[config.mk]
export PLATFORM = sky130hd
export DESIGN_NAME = issue_hazard_ctrl
export DESIGN_NICKNAME = d
export VERILOG_FILES = /design/src/rtl/issue_hazard_ctrl_pkg.sv /design/src/rtl/issue_hazard_ctrl_load_use_detect.sv /design/src/rtl/issue_hazard_ctrl.sv
export SDC_FILE = /design/constraint.sdc
export NUM_CORES = 1
export LEC_CHECK = 0
export ABC_AREA = 1
export ABC_CLOCK_PERIOD_IN_PS = 1600
export CORE_UTILIZATION = 40
export CTS_BUF_LIST = sky130_fd_sc_hd__clkbuf_4
export DETAILED_ROUTE_END_ITERATION = 10
export DONT_BUFFER_PORTS = 1
export PLACE_DENSITY = 0.62
export SLEW_MARGIN = 20
export SYNTH_ARGS = -nofsm -noshare
export SYNTH_HDL_FRONTEND = slang
export SYNTH_SLANG_ARGS = --single-unit
[constraint.sdc]
create_clock -name clk -period 1.6 [get_ports clk]
set_input_delay 0.24 -clock clk [delete_from_list [all_inputs] [get_ports clk]]
set_output_delay 0.24 -clock clk [all_outputs]
set_load 0.1 [all_outputs]
[src/rtl/issue_hazard_ctrl_pkg.sv]
// Shared pipeline definitions for the dual-issue hazard/stall sequencer.
package issue_hazard_ctrl_pkg;

  typedef enum logic [0:0] {
    RUN      = 1'b0,
    DIV_WAIT = 1'b1
  } issue_state_t;

  // Total front-end stall cycles for one divide.
  localparam int unsigned DIV_CYCLES_DEFAULT = 32'd32;

  // Architectural zero register; never a real dependence.
  localparam logic [4:0] REG_ZERO = 5'd0;

endpackage

[src/rtl/issue_hazard_ctrl_load_use_detect.sv]
// load_use_detect: combinational load-use check of one D-stage instruction
// against the master and slave loads currently in E.
module issue_hazard_ctrl_load_use_detect
  import issue_hazard_ctrl_pkg::*;
(
  input  logic [4:0] rs,
  input  logic [4:0] rt,
  input  logic       ren_rs,
  input  logic       ren_rt,
  input  logic       e_master_mem_ren,
  input  logic [4:0] e_master_waddr,
  input  logic       e_slave_mem_ren,
  input  logic [4:0] e_slave_waddr,
  output logic       hazard
);

  logic reads_rs_s;
  logic reads_rt_s;
  logic hit_master_s;
  logic hit_slave_s;

  // A load in E with a real destination matching an effective source read.
  always_comb begin
    reads_rs_s   = ren_rs && (rs != REG_ZERO);
    reads_rt_s   = ren_rt && (rt != REG_ZERO);
    hit_master_s = e_master_mem_ren && (e_master_waddr != REG_ZERO) &&
                   ((reads_rs_s && (rs == e_master_waddr)) ||
                    (reads_rt_s && (rt == e_master_waddr)));
    hit_slave_s  = e_slave_mem_ren && (e_slave_waddr != REG_ZERO) &&
                   ((reads_rs_s && (rs == e_slave_waddr)) ||
                    (reads_rt_s && (rt == e_slave_waddr)));
    hazard       = hit_master_s || hit_slave_s;
  end

endmodule

[src/rtl/issue_hazard_ctrl.sv]
// issue_hazard_ctrl: dual-issue hazard and stall sequencer at the D/E
// boundary. Inserts one bubble on load-use hazards and freezes the front end
// for the full latency of a divide. Optional performance counters are built
// when ISSUE_HAZARD_PERF_EN is defined.
module issue_hazard_ctrl
  import issue_hazard_ctrl_pkg::*;
#(
  parameter int unsigned DIV_CYCLES = DIV_CYCLES_DEFAULT
) (
  input  logic        clk,
  input  logic        resetn,
  input  logic        flush,
  input  logic [4:0]  D_master_rs,
  input  logic [4:0]  D_master_rt,
  input  logic        D_master_ren_rs,
  input  logic        D_master_ren_rt,
  input  logic        D_master_reg_wen,
  input  logic [4:0]  D_master_reg_waddr,
  input  logic [4:0]  D_slave_rs,
  input  logic [4:0]  D_slave_rt,
  input  logic        D_slave_ren_rs,
  input  logic        D_slave_ren_rt,
  input  logic        D_slave_valid,
  input  logic        D_slave_solo,
  input  logic        E_master_mem_ren,
  input  logic        E_slave_mem_ren,
  input  logic [4:0]  E_master_reg_waddr,
  input  logic [4:0]  E_slave_reg_waddr,
  input  logic        E_div_start,
  output logic        D_stall,
  output logic        E_stall,
  output logic        E_bubble,
  output logic        D_slave_issue,
  output logic        div_busy
`ifdef ISSUE_HAZARD_PERF_EN
  ,
  output logic [31:0] perf_stall_cycles,
  output logic [31:0] perf_single_issue
`endif
);

  localparam int unsigned      CNT_W    = $clog2(DIV_CYCLES + 1);
  localparam logic [CNT_W-1:0] CNT_LOAD = CNT_W'(DIV_CYCLES - 1);
  localparam logic [CNT_W-1:0] CNT_ZERO = {CNT_W{1'b0}};

  issue_state_t     state_q, state_d;
  logic [CNT_W-1:0] div_cnt_q, div_cnt_d;

  logic master_lu_s;
  logic slave_lu_s;
  logic intra_dep_s;

  issue_hazard_ctrl_load_use_detect u_master_lu (
    .rs               (D_master_rs),
    .rt               (D_master_rt),
    .ren_rs           (D_master_ren_rs),
    .ren_rt           (D_master_ren_rt),
    .e_master_mem_ren (E_master_mem_ren),
    .e_master_waddr   (E_master_reg_waddr),
    .e_slave_mem_ren  (E_slave_mem_ren),
    .e_slave_waddr    (E_slave_reg_waddr),
    .hazard           (master_lu_s)
  );

  issue_hazard_ctrl_load_use_detect u_slave_lu (
    .rs               (D_slave_rs),
    .rt               (D_slave_rt),
    .ren_rs           (D_slave_ren_rs),
    .ren_rt           (D_slave_ren_rt),
    .e_master_mem_ren (E_master_mem_ren),
    .e_master_waddr   (E_master_reg_waddr),
    .e_slave_mem_ren  (E_slave_mem_ren),
    .e_slave_waddr    (E_slave_reg_waddr),
    .hazard           (slave_lu_s)
  );

  // Slave reads the register the master writes in the same pair.
  always_comb begin
    intra_dep_s = D_master_reg_wen && (D_master_reg_waddr != REG_ZERO) &&
                  ((D_slave_ren_rs && (D_slave_rs == D_master_reg_waddr)) ||
                   (D_slave_ren_rt && (D_slave_rt == D_master_reg_waddr)));
  end

  // Issue decision, stall outputs and next-state / divide counter update.
  always_comb begin
    state_d       = state_q;
    div_cnt_d     = div_cnt_q;
    D_stall       = 1'b0;
    E_stall       = 1'b0;
    E_bubble      = 1'b0;
    D_slave_issue = 1'b0;

    if (flush) begin
      E_bubble  = 1'b1;
      state_d   = RUN;
      div_cnt_d = CNT_ZERO;
    end else if ((state_q == DIV_WAIT) && (div_cnt_q != CNT_ZERO)) begin
      D_stall   = 1'b1;
      E_stall   = 1'b1;
      div_cnt_d = div_cnt_q - {{(CNT_W-1){1'b0}}, 1'b1};
    end else begin
      // RUN, or the final DIV_WAIT cycle which evaluates as RUN.
      state_d = RUN;
      if ((state_q == RUN) && E_div_start) begin
        D_stall   = 1'b1;
        E_stall   = 1'b1;
        div_cnt_d = CNT_LOAD;
        state_d   = DIV_WAIT;
      end else if (master_lu_s) begin
        D_stall  = 1'b1;
        E_bubble = 1'b1;
      end else begin
        D_slave_issue = D_slave_valid && !D_slave_solo &&
                        !intra_dep_s && !slave_lu_s;
      end
    end
  end

  // Busy flag is purely a view of the FSM state.
  always_comb begin
    div_busy = (state_q == DIV_WAIT);
  end

  // FSM state and divide countdown.
  always_ff @(posedge clk or negedge resetn) begin
    if (!resetn) begin
      state_q   <= RUN;
      div_cnt_q <= CNT_ZERO;
    end else begin
      state_q   <= state_d;
      div_cnt_q <= div_cnt_d;
    end
  end

`ifdef ISSUE_HAZARD_PERF_EN
  logic [31:0] perf_stall_cycles_q, perf_stall_cycles_d;
  logic [31:0] perf_single_issue_q, perf_single_issue_d;

  // Wrap-around event counters; flush deliberately leaves them alone.
  always_comb begin
    if (D_stall) begin
      perf_stall_cycles_d = perf_stall_cycles_q + 32'd1;
    end else begin
      perf_stall_cycles_d = perf_stall_cycles_q;
    end
    if (D_slave_valid && !D_slave_issue) begin
      perf_single_issue_d = perf_single_issue_q + 32'd1;
    end else begin
      perf_single_issue_d = perf_single_issue_q;
    end
  end

  // Counter storage.
  always_ff @(posedge clk or negedge resetn) begin
    if (!resetn) begin
      perf_stall_cycles_q <= 32'd0;
      perf_single_issue_q <= 32'd0;
    end else begin
      perf_stall_cycles_q <= perf_stall_cycles_d;
      perf_single_issue_q <= perf_single_issue_d;
    end
  end

  assign perf_stall_cycles = perf_stall_cycles_q;
  assign perf_single_issue = perf_single_issue_q;
`endif

endmodule
Word-level counts from Yosys, hierarchy flattened
Cells that the tools add are included.

$add $sub $neg: 1. Equal/unequal tests: 11. Mux-type cells: 19. Bitwise operators: 1. Reductions and logical operators: 46.

Operators with widths (count): $eq 5x5->1 (10); $reduce_bool 5->1 (7); $logic_and 1x1->1 (27); $mux 6 (3); $mux 1 (16); $logic_or 1x1->1 (7); $reduce_bool 6->1 (1); $sub 6x1->6 const B (1); $logic_not 1->1 (3); $reduce_bool 3->1 (1); $ne 2x2->1 const B (1); $not 1->1 (1).

Register bits: 7. Input bits: 48. Output and inout port bits: 5.

Depth between registers and ports, before layout
Gate-level depths: netlist of run 1.

Depth after elaboration: 12. Gate-level depth with buffers: 12. Depth with buffers taken out: 11.

Cells and area by module
From an unflattened synthesis of run 1, not the netlist that was laid out.

Cell total of the unflattened synthesis: 269. Area total of the unflattened synthesis: 1451.4 um2.

By module, submodules not included: issue_hazard_ctrl_load_use_detect (times used 2, cells an instance 74, area each 374.1 um2, seq. area each 0.0 um2); issue_hazard_ctrl (times used 1, cells an instance 121, area each 703.2 um2, seq. area each 175.2 um2).

Least setup slack after synthesis of run 1
Ideal clock, no wire load.

Path type: reg-to-output. From: register state_q, in the netlist div_busy. To: output port D_slave_issue. Data arrival time: 2.807 ns. Setup slack: -1.447 ns. Stages on the path, launching flop included: 5. Cells stage by stage: dfrtp_1 -> nor2_1 -> nor2_4 -> nand3_1 -> nor2_1.

Word-level cells in the longest chain between the ends: 5. Elaborated cells between the ends (all ways): 6.

RTL lines: start: declaration (line issue_hazard_ctrl.sv:46) `issue_state_t state_q, state_d;`; start signal: assignment (line issue_hazard_ctrl.sv:130) `state_q <= state_d;`; $not 1->1 (line issue_hazard_ctrl.sv:104) `if ((state_q == RUN) && E_div_start) begin`; $logic_and 1x1->1 (line issue_hazard_ctrl.sv:104); $mux 1 (line issue_hazard_ctrl.sv:104); $mux 1 (*) (line issue_hazard_ctrl.sv:97) `end else if ((state_q == DIV_WAIT) && (div_cnt_q != CNT_ZERO)) begin`; $mux 1 (*) (line issue_hazard_ctrl.sv:93) `if (flush) begin`; end: declaration (line issue_hazard_ctrl.sv:33) `output logic D_slave_issue,`.

Every way passes the cells marked *; elsewhere a longest branch is shown, timed or not.

Worst setup path in the final report of run 1
From: register div_cnt_q[2]. To: output port D_stall.

Word-level cells in the longest chain between the ends: 4.

RTL lines: start: declaration (line issue_hazard_ctrl.sv:47) `logic [CNT_W-1:0] div_cnt_q, div_cnt_d;`; start signal: assignment (line issue_hazard_ctrl.sv:131) `div_cnt_q <= div_cnt_d;`; $reduce_bool 6->1 (line issue_hazard_ctrl.sv:97); $logic_and 1x1->1 (line issue_hazard_ctrl.sv:97); $mux 1 (line issue_hazard_ctrl.sv:97); $mux 1 (line issue_hazard_ctrl.sv:93); end: declaration (line issue_hazard_ctrl.sv:30) `output logic D_stall,`.

No other way between the ends.

==> metrics.csv, run 1 <==
stage;metric;value;unit
status;outcome;finished with violations;
status;failing checks;negative setup slack;
timing;Max Clk Rate;0.545;GHz
critical_path;flop-to-flop setup slack;140;ps
grt;global route overflow;0;
timing;Rel. slew slack;78.2;%
die;core area;3150;um2
cts;CTS tree;yes;
power;Int Pwr;0.592;mW
synthesis;Adder-Cell Fraction of Synth Area;1.82;%
synthesis;Primary FF master, synth;dfrtp_1;
synthesis;Post-Synth XOR/XNOR Area;23.6;%
timing;final hold vios;0;
power;LEAKAGE;0.845;nW
die;die area;3670;um2
cts;clock sink count;7;
synthesis;Yosys top cell area share;19.7;%
cts;CTS buffer count;3;
die;Initial Util;43.5;%
grt;GRT Total Usage;21.6;%
route;drt wl/cell;11.9;um
critical_path;Cell Chain, Critical Path;nor2_4 > nand4_4 > nand2_4 > inv_4 > nor2_4 > nand3_4 > nand2_4 > clkinvlp_4 > buf_12;
timing;post-route setup slack;-236;ps
critical_path;Crit Path Class;register to output pin;
place;Final HPWL DP;2890;um
power;Net Switching;0.447;mW
timing;fin. max-slew vios;0;
synthesis;Seq/Total Area, Yosys;12.8;%
die;# rows;20;
critical_path;crit start category;register;
place;Area after DPL;1540;um2
synthesis;Post-Syn Area;1370;um2
synthesis;flops & latches, synth;7;
synthesis;Post-Syn Instances;240;
timing;post-layout minimum cycle time;1840;ps
place;gpl congestion;0.857;
power;Logic pwr share;60.4;%
power;total power;1.04;mW
synthesis;Post-Syn Nets;290;
critical_path;Crit path buffers/inverters;3;
cts;clock latency on the worst-skew pair;250;ps
synthesis;Ys Warns;0;
route;1st-pass router iterations;4;
critical_path;Req. time, crit path;1360;ps
critical_path;Critical Path Slowest Stage Cell;dfrtp_1;
critical_path;Worst setup EP type;output pin;
synthesis;EDFF count, synth;0;
die;die height;60.6;um
place;Port Buf Inserts;0;
cts;H-Tree Depth;1;
grt;global-route wire length before repair;5960;um
min_path;Worst Hold Class;input port to asynchronous set/reset pin;
critical_path;max incr delay on CP;400;ps
route;Via density;4.61;
place;Post-Place Cells;288;
die;# IOs;53;
cells_and_area;layout cells sized above 1;19.6;%
grt;pin count of the biggest net entering global routing;8;
route;Iter 0 DRT Violations;36;
cells_and_area;ant diodes;0;
grt;initial antenna violation count;0;
route;Final ANT Viol Nets;0;
synthesis;post-synthesis compound-gate area fraction;7.30;%
power;worst vdd ir;0.173;mV
synthesis;mux share of post-synthesis cell area;0;%
cells_and_area;cell area after layout;1680;um2
die;Die X-Extent;60.6;um
power;clock share of power;17.3;%
synthesis;cell accounting for the most synthesized area;nand2_1;
critical_path;worst endpoint data arrival time;1600;ps
timing;Worst Hold Slack;316;ps
timing;worst-margin pin slew;325;ps
critical_path;worst-path fanout max;3;
grt;vias in the first global route;1390;
cts;Clock Tree Root;clkbuf_4;
timing;RSZ-0062 raised after global routing;yes;
synthesis;Synth area leaders;nand2_1 (20%), xor2_1 (14%), dfrtp_1 (13%), nor2_1 (10%), xnor2_1 (9.6%);
cells_and_area;Post-Layout Cell Count;299;
timing;Setup-failing EPs final;4;
flow_run;total of max-cap violations;0;
cts;Clk pin slew, worst setup/hold paths;60;ps
timing;Tcrit/Tclk final;115;%
cells_and_area;Area Overhead vs Synth;22.4;%
power;part of the power in registers;22.3;%
synthesis;count of cell types in the netlist;26;
route;DRC viols;0;
route;total number of vias;1379;
timing;clock skew;7.29;ps
cts;clock tree buffer depth;2;
synthesis;largest family of logic cells by synthesized area;simple AND/OR/NAND/NOR gates;
power;PwrDens;619;nW/um2
synthesis;Avg Cell Area, Syn;5.71;um2
cells_and_area;Nets;306;
synthesis;ys async rst share;100;%
critical_path;family with the most delay on the worst path;simple AND/OR/NAND/NOR gates;
route;final WL;3560;um
synthesis;Post-Synth Simple-Gate Area;41.1;%
power;Net Sw Frac;43.0;%
==> final timing paths <==
kind | to | startpoint | depth (start not counted)
worst min register to register | div_cnt_q[4] | div_cnt_q[4] | 2
worst min-delay path | div_cnt_q[4] | resetn | 1
min in group clk | div_cnt_q[0] | flush | 4
max in group asynchronous | div_busy | resetn | 1
worst max-delay path | D_stall | div_cnt_q[2] | 9
worst max register to register | div_cnt_q[1] | div_cnt_q[2] | 9
==> flip-flops by register name, indices dropped and copies added (netlist names) <==
signal,flops
div_cnt_q,6
div_busy,1
==> placed cells by master, fill, tap and decap left out, drive strengths merged <==
| master | n |
|---|---|
| a21oi | 3 |
| buf | 18 |
| clkbuf | 4 |
| clkinv | 3 |
| clkinvlp | 2 |
| dfrtp | 7 |
| dlygate4sd3 | 1 |
| ha | 2 |
| inv | 30 |
| nand2 | 73 |
| nand3 | 14 |
| nand3b | 1 |
| nand4 | 6 |
| nor2 | 40 |
| o211ai | 1 |
| o21ai | 12 |
| o22ai | 1 |
| xnor2 | 15 |
| xor2 | 22 |
==> through the flow <==
step	worst slack [ps]	utilization [%]	setup TNS, ps
detailed placement	-23.4	48.8	-23.4
CTS	-274	52.6	-815
floorplan	-212	-	-566
finish	-236	53.3	-674
global placement	-0.755	48.8	-0.755
global route	-317	53.3	-953
==> layer usage <==
layer / GRT usage [%] / vias to the layer above / part of all wire, %
li1: - / 761 / -
met1: 25.2 / 574 / 45
met2: 39.6 / 42 / 49
met3: 5.12 / 2 / 5.9
met4: 5.19 / 0 / 0.48
met5: 0 / - / 0
==> worst reg2reg max path: cells and delay by family, from the launching register on <==
family	cells	cell delay, ps
compound gates	1	130
simple gates	5	570
flops	1	400
buf+inv	3	290
==> power by group through the flow <==
stage          Combinational, mW  Clock, mW  Sequential [mW]
2_1_floorplan              0.413          0            0.252
3_3_place_gp               0.540          0            0.231
3_5_place_dp               0.541          0            0.232
4_1_cts                    0.607      0.185            0.229
5_1_grt                    0.686      0.193            0.235
6_report                   0.628      0.180            0.232
==> cells by family (layout without fill, tap and decap cells) <==
kind of cell             after synthesis  count (layout)
AO/OA/AOI/OAI                         17              17
XOR/XNOR                              37              37
adder cells (fa/ha/maj)                2               2
buffers and inverters                 43              58
flip-flops                             7               7
AND/OR/NAND/NOR                      134             134
==> layout make-up <==
class / instances / area (um2)
fillers: 331 / 1470
multi-input cells: 190 / 1070
repair buffers: 19 / 186
flip-flops and latches: 7 / 179
inverters: 35 / 154
well taps: 44 / 55.1
clock buffers: 4 / 30.0
==> cells in the mapped netlist (2+ instances only) <==
master	instances
buf_4	2
nor2_1	38
buf_2	6
nand3_1	14
dfrtp_1	7
ha_1	2
o21ai_1	7
xor2_1	22
inv_1	22
nand4_1	5
inv_2	9
xnor2_1	15
a21oi_1	3
o21ai_0	4
nand2_1	72
clkinv_1	2
==> what timing repair did <==
action / CTS / global route
hold buffers: 1 / 0
resized for setup: 7 / 4
pin swaps: 3 / 5
setup endpoints to repair: 4 / 10
hold endpoints to repair: 7 / 0
setup buffers: 6 / 3
Power figures use the tool's default switching activity.
==> inputs of run 2 (changes only) <==
Settings changed: SKIP_LAST_GASP from default to 1.
==> metrics.csv, run 2 (synthesis results as in run 1) <==
stage;metric;value;unit;change
timing;final hold vios;0;;unchanged
critical_path;Critical Path Slowest Stage Cell;dfrtp_1;;
die;core area;3150;um2;unchanged
place;Area after DPL;1540;um2;unchanged
timing;RSZ-0062 raised after global routing;yes;;
timing;post-route setup slack;-236;ps;unchanged
die;Initial Util;43.5;%;unchanged
route;1st-pass router iterations;4;;unchanged
place;Port Buf Inserts;0;;unchanged
status;failing checks;negative setup slack;;
critical_path;Crit Path Class;register to output pin;;
cells_and_area;Largest register FFs;6;;unchanged
status;outcome;finished with violations;;
critical_path;family with the most delay on the worst path;simple AND/OR/NAND/NOR gates;;
timing;post-layout minimum cycle time;1840;ps;unchanged
critical_path;worst-path fanout max;3;;unchanged
timing;Rel. slew slack;78.2;%;unchanged
grt;global route overflow;0;;unchanged
grt;Top Usage Layer GRT;met2;;
cells_and_area;ant diodes;0;;unchanged
power;Int Pwr;0.592;mW;unchanged
critical_path;Cell Chain, Critical Path;nor2_4 > nand4_4 > nand2_4 > inv_4 > nor2_4 > nand3_4 > nand2_4 > clkinvlp_4 > buf_12;;
grt;met3 Track Usage GR;5.12;%;unchanged
power;worst vdd ir;0.173;mV;unchanged
critical_path;end point of the critical path;D_stall;;
min_path;Worst Hold Class;input port to asynchronous set/reset pin;;
place;gpl congestion;0.857;;unchanged
power;LEAKAGE;0.845;nW;unchanged
timing;clock skew;7.29;ps;unchanged
die;# IOs;53;;unchanged
cells_and_area;commonest non-fill, non-tap cells in the layout;nand2_1 (70), nor2_1 (36), xor2_1 (22);;
critical_path;Req. time, crit path;1360;ps;about the same
power;total power;1.04;mW;unchanged
cts;clock latency on the worst-skew pair;250;ps;about the same
cts;H-Tree Depth;1;;unchanged
timing;Setup-failing EPs final;4;;unchanged
route;total number of vias;1379;;unchanged
timing;Tcrit/Tclk final;115;%;unchanged
timing;fin. max-slew vios;0;;unchanged
critical_path;FF-to-FF path depth;9;;unchanged
flow_run;total of max-cap violations;0;;unchanged
die;# rows;20;;unchanged
route;Via density;4.61;;unchanged
timing;worst-margin pin slew;325;ps;unchanged
critical_path;crit path launch;div_cnt_q[2];;
cells_and_area;Top reg by flops;div_cnt_q;;
grt;vias in the first global route;1388;;-0.14%
cells_and_area;commonest non-fill, non-tap cell in the layout;nand2_1;;
route;final WL;3560;um;unchanged
timing;Max Clk Rate;0.545;GHz;unchanged
critical_path;crit start category;register;;
grt;global-route wire length before repair;5960;um;unchanged
critical_path;RR Endpoint;div_cnt_q[1];;
cts;CTS buffer count;3;;unchanged
critical_path;Worst setup EP type;output pin;;
grt;pin count of the biggest net entering global routing;8;;unchanged
route;Iter 0 DRT Violations;36;;unchanged
power;Logic pwr share;60.4;%;about the same
cells_and_area;Nets;306;;unchanged
cts;CTS tree;yes;;
cts;clock sink count;7;;unchanged
power;part of the power in registers;22.3;%;about the same
cells_and_area;layout cells sized above 1;19.6;%;unchanged
die;Die X-Extent;60.6;um;unchanged
power;clock share of power;17.3;%;about the same
route;DRC viols;0;;unchanged
grt;initial antenna violation count;0;;unchanged
cts;Clk pin slew, worst setup/hold paths;60;ps;about the same
route;Final ANT Viol Nets;0;;unchanged
cells_and_area;# fillers;331;;unchanged
grt;GRT Total Usage;21.6;%;unchanged
place;Final HPWL DP;2890;um;unchanged
critical_path;flop-to-flop setup slack;140;ps;about the same
critical_path;max incr delay on CP;400;ps;about the same
cts;clock tree buffer depth;2;;unchanged
critical_path;Crit. path cell count;9;;unchanged
die;die area;3670;um2;unchanged
grt;routing usage on met2;39.6;%;unchanged
cells_and_area;footprint of the multi-input gates;1070;um2;unchanged
cells_and_area;final design utilization;53.3;%;unchanged
power;PwrDens;619;nW/um2;unchanged
critical_path;worst endpoint data arrival time;1600;ps;about the same
cells_and_area;Area Overhead vs Synth;22.4;%;unchanged
cells_and_area;cell area after layout;1680;um2;unchanged
critical_path;reg2reg start;div_cnt_q[2];;
die;die height;60.6;um;unchanged
cells_and_area;Seq. cell area;179;um2;unchanged
critical_path;Crit path buffers/inverters;3;;unchanged
grt;met1 global-route usage;25.2;%;unchanged
cts;Clock Tree Root;clkbuf_4;;
route;drt wl/cell;11.9;um;unchanged
power;Net Switching;0.447;mW;about the same
power;Net Sw Frac;43.0;%;about the same
## run 2: layer usage
metal / wire [um] / vias to the layer above
met5: 0 / -
met3: 211 / 2
li1: - / 761
met2: 1740 / 42
met1: 1600 / 574
met4: 17 / 0
## run 2: worst min path at each step
stage          startpoint           end  cells after the start
2_1_floorplan      resetn  div_cnt_q[0]                      0
3_3_place_gp       resetn  div_cnt_q[4]                      0
3_5_place_dp       resetn  div_cnt_q[4]                      0
4_1_cts            resetn  div_cnt_q[4]                      1
5_1_grt            resetn      div_busy                      1
6_report           resetn  div_cnt_q[4]                      1
## run 2: power groups by stage
stage / combinational [mW] / sequential [mW] / clock, mW
floorplan: 0.413 / 0.252 / 0
global placement: 0.540 / 0.231 / 0
detailed placement: 0.541 / 0.232 / 0
CTS: 0.607 / 0.229 / 0.185
global route: 0.686 / 0.235 / 0.193
finish: 0.628 / 0.232 / 0.180
## run 2: area by class of cell
| cell class | instances | area share, % |
|---|---|---|
| Multi-Input combinational cell | 190 | 64.0 |
| Timing Repair Buffer | 19 | 11.1 |
| Sequential cell | 7 | 10.7 |
| Inverter | 35 | 9.17 |
| Tap cell | 44 | 3.28 |
| Clock buffer | 4 | 1.79 |
## run 2: timing repair
item / 4_1_cts / 5_1_grt
gates cloned: 0 / 0
gates resized for setup: 7 / 4
endpoints found under the setup margin: 4 / 10
hold endpoints to repair: 7 / 0
buffers inserted: 6 / 3
pin swaps: 3 / 5
hold buffers: 1 / 0
## run 2: worst reg2reg max path, stage by stage (launching register included)
cell     delay [ps]
dfrtp_1         400
nor2_4          150
nand4_4         130
nand2_4          90
inv_4            50
nor2_4          110
buf_4           120
buf_4           120
nand2_1          90
o21ai_2         130
## run 2: stage by stage
stage               hold WS, ps  setup TNS [ps]  worst slack (ps)  instances
global route                353            -953              -317        299
floorplan                 -55.6            -566              -212        240
global placement          -55.4          -0.755            -0.755        288
detailed placement        -55.4           -23.4             -23.4        288
CTS                         334            -815              -274        299
finish                      316            -674              -236        299
